$ cat src/rtl/mcc_exception_unit.sv
// Exception / interrupt unit for the multi-cycle computer.
// Provides NUM_IRQ maskable, synchronised interrupt channels, two synchronous
// exception sources, fixed-priority arbitration, EPC/Cause capture, handler
// tracking and return-from-exception. A second synchronous exception while an
// exception is being taken or handled locks the unit in FAULT until reset.
module mcc_exception_unit #(
  parameter int DATA_BUS_WIDTH    = 24,
  parameter int ADDRESS_BUS_WIDTH = 12,
  parameter int NUM_IRQ           = 4,
  parameter int CAUSE_WIDTH       = 4,
  parameter logic [ADDRESS_BUS_WIDTH-1:0] VECTOR_ADDRESS = 12'h040
) (
  input  logic                         mainClock,
  input  logic                         reset,
  input  logic [NUM_IRQ-1:0]           irqReq,
  input  logic                         irqEnableWrite,
  input  logic [NUM_IRQ-1:0]           irqEnableData,
  input  logic                         excIllegal,
  input  logic                         excOverflow,
  input  logic                         instrBoundary,
  input  logic [ADDRESS_BUS_WIDTH-1:0] pcAddress,
  input  logic                         eret,
  output logic                         takeException,
  output logic [ADDRESS_BUS_WIDTH-1:0] vectorAddress,
  output logic [ADDRESS_BUS_WIDTH-1:0] returnAddress,
  output logic [DATA_BUS_WIDTH-1:0]    EPCReg,
  output logic [CAUSE_WIDTH-1:0]       causeReg,
  output logic [NUM_IRQ-1:0]           irqAck,
  output logic [NUM_IRQ-1:0]           irqPending,
  output logic                         inHandler,
  output logic                         doubleFault
);

  // FSM encoding
  localparam logic [1:0] ST_RUN     = 2'd0;
  localparam logic [1:0] ST_TAKE    = 2'd1;
  localparam logic [1:0] ST_HANDLER = 2'd2;
  localparam logic [1:0] ST_FAULT   = 2'd3;

  // Cause codes for the synchronous sources; irq i reports 4+i
  localparam logic [CAUSE_WIDTH-1:0] C_ILLEGAL  = CAUSE_WIDTH'(1);
  localparam logic [CAUSE_WIDTH-1:0] C_OVERFLOW = CAUSE_WIDTH'(2);

  logic [1:0]                  r_state;
  logic [DATA_BUS_WIDTH-1:0]   r_epc;
  logic [CAUSE_WIDTH-1:0]      r_cause;
  logic [NUM_IRQ-1:0]          r_pending;
  logic [NUM_IRQ-1:0]          r_enable;
  logic                        r_double_fault;

  logic [NUM_IRQ-1:0]          w_rise;
  logic [NUM_IRQ-1:0]          w_ack;
  logic [NUM_IRQ-1:0]          w_eligible;
  logic                        w_irq_valid;
  logic [CAUSE_WIDTH-1:0]      w_irq_code;
  logic                        w_sync_exc;
  logic [1:0]                  w_next_state;
  logic                        w_capture;
  logic [CAUSE_WIDTH-1:0]      w_capture_code;

  genvar gi;

  // Per-channel two-flop synchroniser plus one delayed copy for rising-edge detection.
  // A request rising before edge 1 produces w_rise high ahead of edge 3.
  generate
    for (gi = 0; gi < NUM_IRQ; gi++) begin : g_sync
      logic r_meta;
      logic r_level;
      logic r_level_d;

      // Shift the raw request through the synchroniser chain
      always_ff @(posedge mainClock or negedge reset) begin
        if (!reset) begin
          r_meta    <= 1'b0;
          r_level   <= 1'b0;
          r_level_d <= 1'b0;
        end else begin
          r_meta    <= irqReq[gi];
          r_level   <= r_meta;
          r_level_d <= r_level;
        end
      end

      assign w_rise[gi] = r_level & ~r_level_d;

      // Acknowledge only the channel that was captured, only during TAKE
      assign w_ack[gi] = (r_state == ST_TAKE) && (r_cause == CAUSE_WIDTH'(gi + 4));
    end
  endgenerate

  assign w_eligible = r_pending & r_enable;
  assign w_sync_exc = excIllegal | excOverflow;

  // Lowest-index eligible interrupt wins
  always_comb begin
    w_irq_valid = 1'b0;
    w_irq_code  = '0;
    for (int i = NUM_IRQ - 1; i >= 0; i--) begin
      if (w_eligible[i]) begin
        w_irq_valid = 1'b1;
        w_irq_code  = CAUSE_WIDTH'(i + 4);
      end
    end
  end

  // Next-state and capture decision; sync exceptions need no instruction boundary
  always_comb begin
    w_next_state   = r_state;
    w_capture      = 1'b0;
    w_capture_code = '0;
    case (r_state)
      ST_RUN: begin
        if (excIllegal) begin
          w_next_state   = ST_TAKE;
          w_capture      = 1'b1;
          w_capture_code = C_ILLEGAL;
        end else if (excOverflow) begin
          w_next_state   = ST_TAKE;
          w_capture      = 1'b1;
          w_capture_code = C_OVERFLOW;
        end else if (w_irq_valid && instrBoundary) begin
          w_next_state   = ST_TAKE;
          w_capture      = 1'b1;
          w_capture_code = w_irq_code;
        end
      end
      ST_TAKE: begin
        w_next_state = w_sync_exc ? ST_FAULT : ST_HANDLER;
      end
      ST_HANDLER: begin
        if (w_sync_exc) begin
          w_next_state = ST_FAULT;
        end else if (eret) begin
          w_next_state = ST_RUN;
        end
      end
      ST_FAULT: begin
        w_next_state = ST_FAULT;
      end
      default: begin
        w_next_state = ST_RUN;
      end
    endcase
  end

  // FSM state, EPC/Cause capture and sticky double-fault flag
  always_ff @(posedge mainClock or negedge reset) begin
    if (!reset) begin
      r_state        <= ST_RUN;
      r_epc          <= '0;
      r_cause        <= '0;
      r_double_fault <= 1'b0;
    end else begin
      r_state <= w_next_state;
      if (w_capture) begin
        r_epc   <= DATA_BUS_WIDTH'(pcAddress);
        r_cause <= w_capture_code;
      end
      if (w_next_state == ST_FAULT) begin
        r_double_fault <= 1'b1;
      end
    end
  end

  // Pending latch (a new rising edge beats a same-cycle ack) and enable mask
  always_ff @(posedge mainClock or negedge reset) begin
    if (!reset) begin
      r_pending <= '0;
      r_enable  <= '0;
    end else begin
      r_pending <= (r_pending & ~w_ack) | w_rise;
      if (irqEnableWrite) begin
        r_enable <= irqEnableData;
      end
    end
  end

  // Outputs are decoded from state so an asynchronous reset removes them at once
  assign takeException = (r_state == ST_TAKE);
  assign inHandler     = (r_state == ST_TAKE) || (r_state == ST_HANDLER);
  assign irqAck        = w_ack;
  assign irqPending    = r_pending;
  assign EPCReg        = r_epc;
  assign causeReg      = r_cause;
  assign returnAddress = r_epc[ADDRESS_BUS_WIDTH-1:0];
  assign vectorAddress = VECTOR_ADDRESS;
  assign doubleFault   = r_double_fault;

endmodule

$ cat config.mk
export PLATFORM = sky130hd
export DESIGN_NAME = mcc_exception_unit
export DESIGN_NICKNAME = d
export VERILOG_FILES = /design/src/rtl/mcc_exception_unit.sv
export SDC_FILE = /design/constraint.sdc
export NUM_CORES = 1
export LEC_CHECK = 0
export CELL_PAD_IN_SITES_DETAIL_PLACEMENT = 1
export CELL_PAD_IN_SITES_GLOBAL_PLACEMENT = 1
export CORE_MARGIN = 3
export CORE_UTILIZATION = 32
export DETAILED_ROUTE_END_ITERATION = 16
export GPL_TIMING_DRIVEN = 0
export PLACE_DENSITY = 0.81
export SLEW_MARGIN = 20
export SYNTH_ARGS = -nofsm -noshare
export SYNTH_HDL_FRONTEND = slang
export SYNTH_SLANG_ARGS = --single-unit
$ cat constraint.sdc
create_clock -name mainClock -period 4 [get_ports mainClock]
set_clock_uncertainty 0.2 [all_clocks]
set_input_delay 1.2 -clock mainClock [delete_from_list [all_inputs] [get_ports mainClock]]
set_output_delay 1.2 -clock mainClock [all_outputs]
set_load 0.005 [all_outputs]
# After elaboration in Yosys (flattened, before gate mapping)
# Index checks and enable logic that the tools add are counted.
# word_totals
elab_cells	69
in_bits	27
regBits	39
output_inout_bits	63
# op_classes
mux	23
n_reduce_logical	7
n_eq_ne	8
n_bitwise	13
# op_table
op	n
$eq 4x3->1 const B	4
$mux 4	4
$mux 3	4
$mux 2	5
$mux 1	9
$and 4x4->4	2
$pmux 2 s4	1
$eq 2x2->1 const B	3
$logic_and 1x1->1	5
$and 1x1->1	4
$not 1->1	4
$not 4->4	1
$or 4x4->4	1
$eq 2x1->1 const B	1
$logic_not 2->1	1
$logic_or 1x1->1	1
$or 1x1->1	1

# Logic depth before layout (Yosys ltp)
# logic_depth
ltp_word	11
mapped_depth	7
ltp_nobuf	6

# Worst setup path after synthesis
# No wires, ideal clock.
# synth_path
path_kind	input to register
from	in instrBoundary
to	reg r_double_fault (netlist: doubleFault)
cell_stages	5
t_required_ns	3.669
n_path_buf	1
setup_ns	0.131
arrival_time_ns	2.138
slack_ns	1.531
path_cell_list	o31ai_1 a41oi_4 buf_6 nor4b_2 a31oi_1
# synth_between
elab_chain_len	6
# synth_rtl
element	line	source
start, declared	20	input logic instrBoundary,
$logic_and 1x1->1	121	end else if (w_irq_valid && instrBoundary) begin
$mux 2	121	
$mux 2	117	end else if (excOverflow) begin
$mux 2	113	if (excIllegal) begin
$pmux 2 s4	111	case (r_state)
$eq 2x2->1	159	if (w_next_state == ST_FAULT) begin
end signal, assigned	152	r_double_fault <= 1'b0;
end signal, assigned	160	r_double_fault <= 1'b1;
end, declared	49	logic r_double_fault;
# No other way between the ends.
# A chain may end at the register's enable or synchronous reset.

# Final worst setup path
# layout_path
from	reg r_state[1]
to	out irqAck[2]
# layout_between
elab_chain_len	2
# layout_rtl
element	line	source
start, declared	44	logic [1:0] r_state;
start signal, assigned	154	r_state <= w_next_state;
$eq 2x1->1	87	assign w_ack[gi] = (r_state == ST_TAKE) && (r_cause == CAUSE_WIDTH'(gi + 4));
$logic_and 1x1->1	87	
end, declared	28	output logic [NUM_IRQ-1:0] irqAck,
# No other way between the ends.

==> results.json <==
{
  "postLayoutCoreUtil_pct": 51.9,
  "cts.sinks": 38,
  "r2r_cells": 6,
  "cts_resized": 0,
  "cts-root-buf": "clkbuf_8",
  "grt_max_degree": 27,
  "numCtsBuffers": 5,
  "maxSlewViolCount": 0,
  "setup_violations": 0,
  "p_leak_nw": 1.30,
  "ys_ff_latch": 38,
  "cp-start-kind": "flip-flop",
  "rsz0062_at_grt": "false",
  "ys_seq_area_share_pct": 52.0,
  "num_io_pins": 90,
  "layout_common_cells": "clkdlybuf4s50_1, dfrtp_1, buf_4",
  "worst_skew_pair.late_latency_ns": 0.28,
  "criticalPathCategory": "reg -> out",
  "avgSynthCellArea_um2": 11.9,
  "via_count": 1347,
  "antennaDiodeCount": 0,
  "drt-total-wl_um": 4080,
  "first_pass_iters": 4,
  "whs_path_depth": 0,
  "filler_cell_count": 597,
  "die_w_um": 81.6,
  "yosys_warnings": 0,
  "layout.nets": 280,
  "final_layout_size_suffix_gt1_share_pct": 27.2,
  "die_area_mm2": 0.00666,
  "io_buffers": 64,
  "ctsLongestPathBuffers": 2,
  "wire_per_inst_um": 12.8,
  "vias_per_cell": 4.21,
  "grt_pass1_vias": 1389,
  "r2r_slack_ns": 1.76,
  "required_ns": 2.60,
  "hold_path_end": "g_sync[0].r_level",
  "regArea_um2": 951,
  "stdcell_count": 320,
  "syn_inst": 154,
  "timing.final.hold_violations": 0,
  "cp_max_fo": 5,
  "powerDensity_mw_per_mm2": 624,
  "status": "complete, no violations",
  "drt_iter0_drc": 41,
  "dp_hpwl_um": 3320,
  "layout_min_cycle_time_ns": 3.46,
  "worstHoldStart": "g_sync[0].r_meta",
  "grt_antenna_before_repair": 0,
  "gp_congestion": 0.798,
  "placed_cells": 312,
  "cts_tree": "built",
  "synth_cell_types": 29,
  "num_rows": 26,
  "fin_setup_tns_ns": 0,
  "initial_core_util_pct": 34.5,
  "ant_nets": 0,
  "die_y_um": 81.6,
  "grt_overflow": 0,
  "final_common_cell": "clkdlybuf4s50_1",
  "vdd_drop_max_mv": 0.273,
  "holdBufCountCts": 0,
  "min_period_over_period_pct": 86.4,
  "rr_endpoint": "EPCReg[6]",
  "r2r-start": "r_state[1]",
  "syn_area_mm2": 0.00183,
  "core_region_area_mm2": 0.00530,
  "h-tree-depth": 2,
  "end_kind": "output port",
  "multi_input_area_um2": 618,
  "drc": 0,
  "area_growth_pct": 50.6,
  "cts.clk_slew.worst_paths_ns": 0.07,
  "fmax_mhz": 289,
  "post_cts_buffers": 0,
  "hold_class": "reg -> reg",
  "grt_pass1_wl_um": 6640,
  "track_usage_pct": 13.0,
  "arrival_ns": 2.06,
  "maxCapViolCount": 0
}
## cell usage after synthesis
| cell type | count | share of area (%) |
|---|---|---|
| a22oi_2 | 1 | 0.68 |
| o21a_1 | 2 | 0.82 |
| nor2b_1 | 1 | 0.34 |
| buf_4 | 37 | 15 |
| nand2_1 | 5 | 1.0 |
| nor3_1 | 2 | 0.55 |
| dfrtp_1 | 38 | 52 |
| o31ai_1 | 1 | 0.41 |
| mux2_4 | 6 | 4.9 |
| nor4b_2 | 1 | 0.82 |
| a41oi_1 | 1 | 0.48 |
| o21bai_1 | 1 | 0.41 |
| nor2_1 | 6 | 1.2 |
| a41oi_4 | 1 | 1.5 |
| nand3_1 | 2 | 0.55 |
| or3b_1 | 1 | 0.48 |
| o32ai_1 | 1 | 0.48 |
| a32o_1 | 1 | 0.55 |
| a21oi_1 | 2 | 0.55 |
| buf_6 | 1 | 0.62 |
| a31o_2 | 1 | 0.48 |
| nand4_1 | 1 | 0.34 |
| ha_1 | 4 | 2.7 |
| conb_1 | 2 | 0.41 |
| mux2_2 | 10 | 6.2 |
| o21ai_0 | 4 | 1.1 |
| o22ai_1 | 4 | 1.4 |
| inv_1 | 15 | 3.1 |
| a31oi_1 | 2 | 0.68 |
## critical path: stages, from the launching register on
cell and delay, ns:
dfrtp_1 0.42, inv_1 0.11, ha_1 0.28, nand2_1 0.10, nor3_1 0.29, clkdlybuf4s50_1 0.57
## registers in the layout (all words and copies together) (netlist names)
register          count
r_enable              4
g_sync.r_level_d      4
doubleFault           1
EPCReg               12
g_sync.r_level        4
causeReg              3
r_state               2
irqPending            4
g_sync.r_meta         4
## power breakdown
group / leakage, nW / internal [mW] / switching, mW
sequential: 0.432 / 0.497 / 0.0972
clock: 0.0472 / 0.138 / 0.131
combinational: 0.821 / 0.568 / 0.286
## logic make-up after synthesis
| group | count (synthesis) | share of synthesized area (%) |
|---|---|---|
| other cells | 2 | 0.411 |
| mux | 16 | 11.1 |
| simple gates | 19 | 5.34 |
| fa+ha+maj | 4 | 2.74 |
| flops | 38 | 52.0 |
| buf+inv | 53 | 18.9 |
| compound gates | 22 | 9.51 |
## stage by stage
stage	total power [mW]	instance area (um^2)	hold WS [ns]	setup slack, ns
3_3_place_gp	1.44	2640	0.132	0.611
2_1_floorplan	1.00	1910	0.131	1.53
3_5_place_dp	1.47	2660	0.136	0.774
4_1_cts	1.75	2750	0.154	0.541
6_report	1.72	2750	0.152	0.544
5_1_grt	1.85	2750	0.163	0.376
## per-layer routing
layer  global-route usage (%)  share of wire [%]
met5                        0                  0
met4                     3.99                1.1
met3                     4.61                7.7
met2                     22.7                 51
met1                     14.7                 41
## area by class of cell
cell class	count	share of cell area, %
clock buffers	6	3.00
plain buffers	38	10.5
flip-flops and latches	38	34.5
multi-input cells	86	22.5
well taps	70	3.18
repair buffers	65	23.8
inverters	15	2.05
clock inverters	2	0.455
## how the worst max path moves through the flow
stage                        endpoint     startpoint  cells after the start
after global placement     r_state[0]          reset                      1
after floorplan           doubleFault  instrBoundary                      5
final                       irqAck[2]     r_state[1]                      5
after global routing        irqAck[2]     r_state[1]                      5
after CTS                   irqAck[2]     r_state[1]                      5
after detailed placement  doubleFault     excIllegal                      6
Note: power is estimated with default switching activity, not from simulation.
